<file path="config.mk">
export PLATFORM = sky130hd
export DESIGN_NAME = vec_mem_sequencer
export DESIGN_NICKNAME = d
export VERILOG_FILES = /design/src/rtl/vec_mem_sequencer.sv
export SDC_FILE = /design/constraint.sdc
export NUM_CORES = 1
export LEC_CHECK = 0
export CAP_MARGIN = 30
export CORE_AREA = 2 2 230 232
export CTS_BUF_LIST = sky130_fd_sc_hd__clkbuf_16
export DETAILED_ROUTE_END_ITERATION = 10
export DIE_AREA = 0 0 232 234
export MAX_ROUTING_LAYER = met4
export PLACE_DENSITY = 0.72
export SLEW_MARGIN = 20
export SYNTH_ARGS = -nofsm -noshare
export SYNTH_HDL_FRONTEND = slang
export SYNTH_SLANG_ARGS = --single-unit
</file>
<file path="constraint.sdc">
create_clock -name Clk1 -period 3.6 [get_ports Clk1]
set_clock_uncertainty 0.1 [all_clocks]
set_input_delay 1.08 -clock Clk1 [delete_from_list [all_inputs] [get_ports Clk1]]
set_output_delay 1.08 -clock Clk1 [all_outputs]
set_load 0.01 [all_outputs]
</file>
<file path="src/rtl/vec_mem_sequencer.sv">
// Burst sequencer that moves one 256-bit vector between the vector datapath and the 16-bit memory port.
// Optional VSEQ_ZERO_FILL_EN: clear ld_vector when a load is accepted so lanes above last_idx read 0.
module vec_mem_sequencer #(
    parameter int WORD_W = 16,
    parameter int LANES  = 16
) (
    input  logic                      Clk1,
    input  logic                      Reset,
    input  logic                      start,
    input  logic                      is_store,
    input  logic [15:0]               base_addr,
    input  logic [$clog2(LANES)-1:0]  last_idx,
    input  logic [WORD_W*LANES-1:0]   st_vector,
    input  logic [WORD_W-1:0]         DataIn,
    output logic [15:0]               Addr,
    output logic                      RD,
    output logic                      WR,
    output logic [WORD_W-1:0]         dataOut,
    output logic [WORD_W*LANES-1:0]   ld_vector,
    output logic                      busy,
    output logic                      done
);
    localparam int IDX_W = $clog2(LANES);
    localparam int AW    = 16;

    typedef enum logic [1:0] {S_IDLE, S_ISSUE, S_DRAIN, S_DONE} state_e;

    state_e                         state_q, state_d;
    logic [IDX_W-1:0]               j_q, j_d;
    logic [IDX_W-1:0]               j_inc;
    logic                           store_q, store_d;
    logic [AW-1:0]                  base_q, base_d;
    logic [IDX_W-1:0]               last_q, last_d;
    logic [LANES-1:0][WORD_W-1:0]   st_vec_q, st_vec_d;
    logic [LANES-1:0][WORD_W-1:0]   ld_vec_q, ld_vec_d;
    logic [AW-1:0]                  addr_q, addr_d;
    logic                           rd_q, rd_d;
    logic                           wr_q, wr_d;
    logic [WORD_W-1:0]              dout_q, dout_d;
    logic                           busy_q, busy_d;
    logic                           done_q, done_d;
    logic                           pend_q, pend_d;
    logic [IDX_W-1:0]               pend_idx_q, pend_idx_d;

    assign j_inc = j_q + {{(IDX_W-1){1'b0}}, 1'b1};

    always_comb begin
        state_d    = state_q;
        j_d        = j_q;
        store_d    = store_q;
        base_d     = base_q;
        last_d     = last_q;
        st_vec_d   = st_vec_q;
        ld_vec_d   = ld_vec_q;
        addr_d     = '0;
        rd_d       = 1'b0;
        wr_d       = 1'b0;
        dout_d     = '0;
        busy_d     = 1'b0;
        done_d     = 1'b0;
        // Read data returns one cycle after RD, so remember which lane is in flight.
        pend_d     = rd_q;
        pend_idx_d = j_q;

        if (pend_q) ld_vec_d[pend_idx_q] = DataIn;

        case (state_q)
            S_IDLE, S_DONE: begin
                state_d = S_IDLE;
                if (start) begin
                    state_d  = S_ISSUE;
                    j_d      = '0;
                    store_d  = is_store;
                    base_d   = base_addr;
                    last_d   = last_idx;
                    st_vec_d = st_vector;
                    busy_d   = 1'b1;
                    addr_d   = base_addr;
                    if (is_store) begin
                        wr_d   = 1'b1;
                        dout_d = st_vector[WORD_W-1:0];
                    end else begin
                        rd_d   = 1'b1;
`ifdef VSEQ_ZERO_FILL_EN
                        ld_vec_d = '0;
`else
                        ld_vec_d = ld_vec_q;
`endif
                    end
                end
            end
            S_ISSUE: begin
                if (j_q == last_q) begin
                    if (store_q) begin
                        state_d = S_DONE;
                        done_d  = 1'b1;
                    end else begin
                        state_d = S_DRAIN;
                        busy_d  = 1'b1;
                    end
                end else begin
                    j_d    = j_inc;
                    busy_d = 1'b1;
                    // 16-bit add wraps 0xFFFF -> 0x0000 naturally.
                    addr_d = base_q + {{(AW-IDX_W){1'b0}}, j_inc};
                    if (store_q) begin
                        wr_d   = 1'b1;
                        dout_d = st_vec_q[j_inc];
                    end else begin
                        rd_d   = 1'b1;
                    end
                end
            end
            S_DRAIN: begin
                state_d = S_DONE;
                done_d  = 1'b1;
            end
            default: state_d = S_IDLE;
        endcase
    end

    always_ff @(posedge Clk1) begin
        if (Reset) begin
            state_q    <= S_IDLE;
            j_q        <= '0;
            store_q    <= 1'b0;
            base_q     <= '0;
            last_q     <= '0;
            st_vec_q   <= '0;
            ld_vec_q   <= '0;
            addr_q     <= '0;
            rd_q       <= 1'b0;
            wr_q       <= 1'b0;
            dout_q     <= '0;
            busy_q     <= 1'b0;
            done_q     <= 1'b0;
            pend_q     <= 1'b0;
            pend_idx_q <= '0;
        end else begin
            state_q    <= state_d;
            j_q        <= j_d;
            store_q    <= store_d;
            base_q     <= base_d;
            last_q     <= last_d;
            st_vec_q   <= st_vec_d;
            ld_vec_q   <= ld_vec_d;
            addr_q     <= addr_d;
            rd_q       <= rd_d;
            wr_q       <= wr_d;
            dout_q     <= dout_d;
            busy_q     <= busy_d;
            done_q     <= done_d;
            pend_q     <= pend_d;
            pend_idx_q <= pend_idx_d;
        end
    end

    assign Addr      = addr_q;
    assign RD        = rd_q;
    assign WR        = wr_q;
    assign dataOut   = dout_q;
    assign ld_vector = ld_vec_q;
    assign busy      = busy_q;
    assign done      = done_q;

endmodule

</file>
## Word-level counts from Yosys, hierarchy flattened

Cells that the tools add are included.

- Input bits: 296
- Word-level logic and storage cells: 103
- Bits in registers: 580
- Output and inout port bits: 292

- Reductions and logical operators: 6
- Muxes and demuxes: 39
- Add/subtract/negate cells: 2
- Equality and inequality tests: 8
- Magnitude comparators: 3

Operators with widths:

| operator | count |
|---|---|
| 2-to-1 mux 256 bit | 4 |
| bitwise mux 256 bit | 1 |
| 2-to-1 mux 16 bit | 8 |
| binary-select mux 16 bit (select 4 bit) | 1 |
| demux 16 bit (select 4 bit) | 1 |
| case mux 16 bit (2 select lines) | 2 |
| adder 16 x 4 -> 16 bit | 1 |
| 2-to-1 mux 1 bit | 13 |
| less-than comparator 4 x 5 -> 1 bit, second input constant | 2 |
| 2-to-1 mux 4 bit | 2 |
| case mux 1 bit (2 select lines) | 4 |
| case mux 4 bit (2 select lines) | 1 |
| inequality test 2 bit, second input constant | 3 |
| case mux 2 bit (3 select lines) | 1 |
| adder 4 x 1 -> 4 bit, second input constant | 1 |
| equality test 2 bit, second input constant | 2 |
| equality test 4 bit | 1 |
| greater-or-equal comparator 4 x 1 -> 1 bit, second input constant | 1 |
| inequality test 3 bit, second input constant | 1 |
| AND reduction 3 bit | 1 |
| equality test 2 x 1 -> 1 bit, second input constant | 1 |
| logical NOT 2 bit | 1 |
| 2-to-1 mux 2 bit | 1 |
| AND reduction 2 bit | 1 |
| 3 further kinds | 3 |

## Longest topological paths before layout

Gate-level depths: netlist of run 1.

- Word-level depth: 9
- Depth in mapped cells: 11
- Gate-level depth less buffers: 9

## Worst setup path after synthesis of run 1

OpenSTA, ideal clock, no wires.

- Path kind: register -> register
- From: reg j_q[0]
- To: reg addr_q[4] (netlist: Addr[4])
- Setup slack: 0.888 ns
- Path buffers: 3
- Clock period less this slack: 2.712 ns
- Setup time: 0.070 ns
- Data arrival time: 2.541 ns
- Required time: 3.430 ns
- Cell stages (with the launch flop): 11
- Path through: dfxtp_1 buf_2 buf_4 buf_2 inv_1 ha_1 fa_1 a211oi_1 nor2_1 or3_1 a21oi_1

- Cells in the longest elaborated chain, start to end: 4
- Elaborated cells between the ends (all ways): 5
- Classes of those cells: add/sub (2); eq/ne (1); mux (2)

Ends and longest elaborated chain:

| item | line | text |
|---|---|---|
| start: declaration | 29 | `logic [IDX_W-1:0] j_q, j_d;` |
| start signal: assignment | 141 | `j_q <= j_d;` |
| adder 4 x 1 -> 4 bit | 45 | `assign j_inc = j_q + {{(IDX_W-1){1'b0}}, 1'b1};` |
| adder 16 x 4 -> 16 bit | 105 | `addr_d = base_q + {{(AW-IDX_W){1'b0}}, j_inc};` |
| 2-to-1 mux 16 bit * | 93 | `if (j_q == last_q) begin` |
| case mux 16 bit (2 select lines) * | 67 | `case (state_q)` |
| end signal: assignment | 147 | `addr_q <= addr_d;` |
| end: declaration | 36 | `logic [AW-1:0] addr_q, addr_d;` |

Every way passes the cells marked *; elsewhere a longest branch is shown, timed or not.
A chain may end at the register's enable or synchronous reset.

## Worst setup path in the final report of run 1

- From: reg ld_vec_q, in the netlist ld_vector[36]
- To: out ld_vector[36]

RTL lines:

| item | line | text |
|---|---|---|
| start: declaration | 35 | `logic [LANES-1:0][WORD_W-1:0] ld_vec_q, ld_vec_d;` |
| start signal: assignment | 146 | `ld_vec_q <= ld_vec_d;` |
| end: declaration | 19 | `output logic [WORD_W*LANES-1:0] ld_vector,` |

No word-level cell between the ends.

==> results of run 1 <==
[cells in the mapped netlist, types with 2 or more instances]
master | count | area (um^2)
nand3_1 | 9 | 45.0
inv_1 | 8 | 30.0
nand4_1 | 2 | 12.5
mux2i_1 | 80 | 801
nand2b_1 | 3 | 18.8
buf_2 | 30 | 150
mux4_2 | 64 | 1440
nor4_2 | 3 | 37.5
nor2b_1 | 5 | 31.3
buf_6 | 3 | 33.8
or2_2 | 6 | 37.5
xnor2_1 | 3 | 26.3
a21o_1 | 2 | 15.0
nor2_1 | 101 | 379
buf_4 | 5 | 37.5
ha_1 | 7 | 87.6
xor2_1 | 16 | 140
or4_1 | 4 | 30.0
nand2_1 | 988 | 3710
or3_1 | 4 | 25.0
o22ai_1 | 8 | 50.1
buf_1 | 12 | 45.0
a21oi_1 | 499 | 2500
a22oi_1 | 2 | 15.0
nor3_1 | 7 | 35.0
a211o_1 | 16 | 140
dfxtp_1 | 580 | 11600
o21a_1 | 3 | 22.5
o21ai_0 | 3 | 15.0
nor2_2 | 4 | 25.0
clkbuf_1 | 160 | 601
a211oi_1 | 4 | 30.0
[worst min path at each step]
stage                  startpoint            end  cells past startpoint
floorplan           st_vec_q[112]  st_vec_q[112]                      2
global placement    st_vec_q[254]  st_vec_q[254]                      2
detailed placement  st_vec_q[247]  st_vec_q[247]                      2
CTS                 st_vec_q[247]  st_vec_q[247]                      2
global route        st_vec_q[179]  st_vec_q[179]                      2
finish              st_vec_q[244]  st_vec_q[244]                      2
[state kept, by name, summed over array words and instances (netlist names), 2 cells and up]
register,cells
j_q,4
base_q,16
st_vec_q,256
ld_vector,256
state_q,2
pend_idx_q,4
Addr,16
last_q,4
dataOut,16
[final cells by class]
| type | count | share of cell area, % |
|---|---|---|
| clock inverters | 48 | 1.36 |
| inverters | 8 | 0.0974 |
| well taps | 688 | 2.79 |
| clock buffers | 61 | 4.95 |
| multi-input cells | 1858 | 32.0 |
| flip-flops and latches | 580 | 37.7 |
| diodes | 9 | 0.0731 |
| repair buffers | 653 | 21.0 |
[power groups by stage]
| stage | clock, uW | combinational [uW] | sequential, uW |
|---|---|---|---|
| 2_1_floorplan | 0 | 2180 | 7600 |
| 3_3_place_gp | 0 | 3450 | 7650 |
| 3_5_place_dp | 0 | 3510 | 7700 |
| 4_1_cts | 6270 | 3520 | 7560 |
| 5_1_grt | 6550 | 3860 | 7650 |
| 6_report | 6190 | 3540 | 7570 |
[per-stage QoR]
stage	area (um^2)	setup WS [ns]	power, uW	std cells
6_report	30800	0.781	17300	3905
5_1_grt	30800	0.644	18100	3905
4_1_cts	30800	0.759	17400	3896
3_5_place_dp	28900	0.214	11200	3787
3_3_place_gp	28900	0.269	11100	3787
2_1_floorplan	22400	0.888	9780	2657
[layout by cell type (no fill, tap or decap), drive strengths merged, types with 2 or more instances in the layout]
cell,n
bufinv,8
or2,6
o22ai,8
a21o,2
nor2,105
nand2b,3
mux4,64
o21a,3
a21oi,499
clkinvlp,2
nor2b,5
nand4,3
o21ai,3
a211o,16
dfxtp,580
xnor2,3
xor2,16
clkbuf,61
ha,7
buf,67
or4,4
or3,4
a211oi,4
diode,9
clkinv,26
mux2i,80
nand4b,2
nor4,4
a22oi,2
clkdlybuf4s50,586
nand2,989
nor3,7
inv,20
nand3,9
[cell families (layout without fill, tap and decap cells)]
group | count (synthesis) | after routing
buffers and inverters | 219 | 770
xor gates and xnor gates | 19 | 19
and+or+nand+nor | 1146 | 1146
DFF | 580 | 580
AOI/OAI and AO/OA | 541 | 541
adders and majority gates | 8 | 8
muxes | 144 | 144
other | 0 | 9
[per-layer routing]
| layer | wire, um | GRT usage, % | vias to the layer above |
|---|---|---|---|
| met2 | 37200 | 46.5 | 951 |
| met3 | 7120 | 5.53 | 168 |
| met4 | 3610 | 12.7 | 0 |
| met1 | 30700 | 34.9 | 9893 |
| met5 | 0 | - | - |
| li1 | - | - | 9810 |
==> flow_metrics.env, run 1 <==
export IMPL_outcome="complete, no violations"
export IMPL_fin_util_pct=59.2
export IMPL_async_reset_ff_share_pct=0
export IMPL_max_freq_ghz=0.355
export IMPL_final_setup_viol_count=0
export IMPL_power_internal_uw=12300
export IMPL_p_leak_uw=0.0110
export IMPL_ioPinCount=588
export IMPL_route_vias_total=20800
export IMPL_syn_nets=2961
export IMPL_synth_compound_area_share_pct=12.6
export IMPL_detail_route_antenna_nets=0
export IMPL_yosys_area_share_simple_pct=20.2
export IMPL_synth_distinct_cells=48
export IMPL_rsz0062_at_grt="false"
export IMPL_cp_arrival_ns=1.64
export IMPL_grt_pass1_vias=19700
export IMPL_htree_num_levels=2
export IMPL_synthXorXnorAreaFrac_pct=0.744
export IMPL_vdd_drop_max_v=0.000498
export IMPL_path_cells="clkdlybuf4s50_1"
export IMPL_finalHoldViolCount=0
export IMPL_slowest_delay_ns=0.68
export IMPL_antenna_found_initial=9
export IMPL_cts_buffers=59
export IMPL_yosysWarnings=0
export IMPL_hpwl_um=56600
export IMPL_crit_buf_inv=1
export IMPL_seqCellArea_um2=11600
export IMPL_groute_usage_overall_pct=28.7
export IMPL_crit_type="register to output port"
export IMPL_p_seq_share_pct=43.8
export IMPL_synth_ff_type="dfxtp_1"
export IMPL_initial_core_util_pct=43.0
export IMPL_p_clk_share_pct=35.8
export IMPL_cts_tree="yes"
export IMPL_n_fill_cell=4509
export IMPL_clk_pin_slew_worst_paths_ns=0.06
export IMPL_cts_root_buffer="clkbuf_16"
export IMPL_synth_edf_count=0
export IMPL_syn_inst=2657
export IMPL_ys_seq_elements=580
export IMPL_fp_coreArea_um2=52000
export IMPL_slew_viol_final=0
export IMPL_post_drt_wl_per_cell_um=20.1
export IMPL_reg2reg_depth=7
export IMPL_cts_setup_buffers=0
export IMPL_cp_num_cells=1
export IMPL_worstPathMaxFanout=2
export IMPL_fp_dieW_um=232
export IMPL_final_setup_tns_ns=0
export IMPL_pwr_density_cell_nw_per_um2=561
export IMPL_fin_nets=3464
export IMPL_fin_crit_ns=2.82
export IMPL_cp_start_kind="register"
export IMPL_synth_top_family_by_area="simple AND/OR/NAND/NOR gates"
export IMPL_grt_overflow_total=0
export IMPL_grt_max_degree=204
export IMPL_die_h_um=234
export IMPL_avgViaCountPerCell=5.33
export IMPL_r2r_end="Addr[15]"
export IMPL_worstHoldPathType="register to register"
export IMPL_fin_hold_ws_ns=0.351
export IMPL_cts_resized=0
export IMPL_clock_sinks=580
export IMPL_numPortBuffers=587
export IMPL_grt_pass1_wl_um=116000
export IMPL_drcViolationCount=0
export IMPL_timing_slew_headroom_pct=37.0
export IMPL_synth_area_um2=22400
export IMPL_swShare_pct=29.1
export IMPL_areaGrowthSynthToFinish_pct=37.9
export IMPL_drv_cap=0
export IMPL_cp_slowest_cell="clkdlybuf4s50_1"
export IMPL_drive_gt1_share_pct=7.45
export IMPL_worstMarginPinSlew_ns=0.946
export IMPL_synth_seq_area_share_pct=51.9
export IMPL_hold_buffers=0
export IMPL_cp_endpoint="ld_vector[36]"
export IMPL_cpLargestDelayFamily="buffers and inverters"
export IMPL_wl_um=78700
export IMPL_cp_startpoint="ld_vector[36]"
export IMPL_r2r_slack_ns=0.80
export IMPL_first_pass_iters=5
export IMPL_cts_buffer_depth=3
export IMPL_die_area_um2=54300
export IMPL_endpoint_kind="output port"
export IMPL_power_switching_uw=5040
export IMPL_critPathRequiredTime_ns=2.42
export IMPL_pwr_share_comb_pct=20.5
export IMPL_placementRows=84
export IMPL_synth_fa_ha_area_share_pct=0.481
export IMPL_place_gp_congestion=0.893
export IMPL_clock_latency_ns=0.61
export IMPL_multi_input_comb_area_um2=9870
export IMPL_avgSynthCellArea_um2=8.41
export IMPL_finalCritPeriodShare_pct=78.3
export IMPL_muxShareOfSynthArea_pct=10.0
export IMPL_dr_first_iter_drc_count=2040
export IMPL_r2r_start="j_q[1]"
No activity file was read; power rests on OpenSTA's default activity.
==> inputs of run 2 (changes only) <==
- clock period: 3.6 -> 2.85 ns (I/O delays scaled with it)
==> run 2 against run 1 <==
First-iteration DRC count down 18%. Clock power grew 21%. Critical endpoint is now Addr[15]. Sequential power increased by 27%. Critical path type is now register to register. Final cell count is 0.61% higher.
==> flow_metrics.env, run 2 (synthesis results as in run 1) <==
export IMPL_grt_pass1_wl_um=117000
export IMPL_drv_cap=0
export IMPL_n_fill_cell=4469
export IMPL_worstMarginPinSlew_ns=0.723
export IMPL_power_uw=21600
export IMPL_clock_sinks=580
export IMPL_crit_buf_inv=1
export IMPL_hpwl_um=56700
export IMPL_drcViolationCount=0
export IMPL_stdcell_count=3929
export IMPL_pwr_density_cell_nw_per_um2=695
export IMPL_final_setup_viol_count=0
export IMPL_cts_resized=0
export IMPL_die_area_um2=54300
export IMPL_r2r_start="j_q[0]"
export IMPL_crit_type="register to register"
export IMPL_cts_buffer_depth=3
export IMPL_post_drt_wl_per_cell_um=20.1
export IMPL_grt_overflow_total=0
export IMPL_hold_buffers=0
export IMPL_route_vias_total=21000
export IMPL_vdd_drop_max_v=0.000474
export IMPL_slew_viol_final=0
export IMPL_mostFrequentLayoutCell="nand2_1"
export IMPL_placementRows=84
export IMPL_cp_slowest_cell="o211ai_1"
export IMPL_worstHoldStart="ld_vector[39]"
export IMPL_placedCellCount=3812
export IMPL_cts_root_buffer="clkbuf_16"
export IMPL_first_pass_iters=5
export IMPL_fin_crit_ns=2.67
export IMPL_timing_slew_headroom_pct=51.8
export IMPL_groute_usage_overall_pct=28.8
export IMPL_worstHoldPathType="register to register"
export IMPL_finalCritPeriodShare_pct=93.5
export IMPL_detail_route_antenna_nets=0
export IMPL_dr_first_iter_drc_count=1669
export IMPL_place_gp_congestion=0.892
export IMPL_ioPinCount=588
export IMPL_cts_tree="yes"
export IMPL_critPathRequiredTime_ns=3.23
export IMPL_drive_gt1_share_pct=8.11
export IMPL_cts_buffers=57
export IMPL_wl_um=79100
export IMPL_most_common_layout_cells="nand2_1, clkdlybuf4s50_1, dfxtp_1, a21oi_1, nor2_1"
export IMPL_cts_setup_buffers=0
export IMPL_avgViaCountPerCell=5.33
export IMPL_areaGrowthSynthToFinish_pct=39.0
export IMPL_path_cells="ha_4, xnor2_2, inv_1, ha_1, nand3_1, o211ai_1, nand4_1, xor2_1, o22ai_1"
export IMPL_cpLargestDelayFamily="compound AO/OA/AOI/OAI gates"
export IMPL_fin_nets=3487
export IMPL_numPortBuffers=587
export IMPL_outcome="complete, no violations"
export IMPL_clock_latency_ns=0.61
export IMPL_max_freq_ghz=0.375
export IMPL_cp_startpoint="j_q[0]"
export IMPL_p_leak_uw=0.0111
export IMPL_initial_core_util_pct=43.0
export IMPL_endpoint_kind="register"
export IMPL_die_h_um=234
export IMPL_fp_coreArea_um2=52000
export IMPL_clk_pin_slew_worst_paths_ns=0.06
export IMPL_worstPathMaxFanout=13
export IMPL_finalHoldViolCount=0
export IMPL_grt_max_degree=163
export IMPL_fp_dieW_um=232
export IMPL_grt_pass1_vias=19700
export IMPL_antenna_found_initial=10
export IMPL_htree_num_levels=2
export IMPL_cp_start_kind="register"
export IMPL_cp_arrival_ns=3.04
export IMPL_slowest_delay_ns=0.54
export IMPL_final_setup_tns_ns=0
export IMPL_rsz0062_at_grt="false"
## run 2: where the power goes
part	switching [uW]	internal (uW)
Clock	3200	4270
Combinational	2590	1950
Sequential	531	9050
Total	6320	15300
## run 2: per-layer routing
layer | vias up | global-route usage [%] | part of all wire [%]
met5 | - | - | 0
met3 | 196 | 5.90 | 8.3
li1 | 9832 | - | -
met4 | 0 | 13.1 | 4.8
met2 | 968 | 46.2 | 47
met1 | 9961 | 34.9 | 40
## run 2: path summary, 6_finish.rpt
check	endpoint	slack (ns)	cells after the start
worst max-delay path	Addr[15]	0.18	9
worst min-delay path	ld_vector[39]	0.35	2
worst max register to register	Addr[15]	0.18	9
worst min register to register	ld_vector[39]	0.35	2
## run 2: worst min-delay path: stages (launching register included)
cell	delay, ns
dfxtp_1	0.31
nand2_1	0.05
a21oi_1	0.05
## run 2: area by class of cell
type                       instances  area [um^2]  area share, %
antenna                           11         27.5         0.0886
clock buffer                      59         1480           4.75
clock inverter                    47          374           1.20
inverter                           8         30.0         0.0967
multi-input combinational       1858         9870           31.8
sequential                       580        11600           37.4
tap                              688          861           2.77
timing repair buffer             678         6810           21.9
## run 2: stage by stage
stage | utilization (%) | hold WS, ns | instance area (um^2) | setup slack (ns)
detailed placement | 56.1 | 0.345 | 29200 | -0.0837
finish | 59.7 | 0.353 | 31100 | 0.184
global placement | 56.1 | 0.339 | 29200 | -0.0273
global route | 59.7 | 0.367 | 31100 | 0.00405
CTS | 59.7 | 0.355 | 31000 | 0.183
floorplan | - | 0.333 | 22400 | 0.138
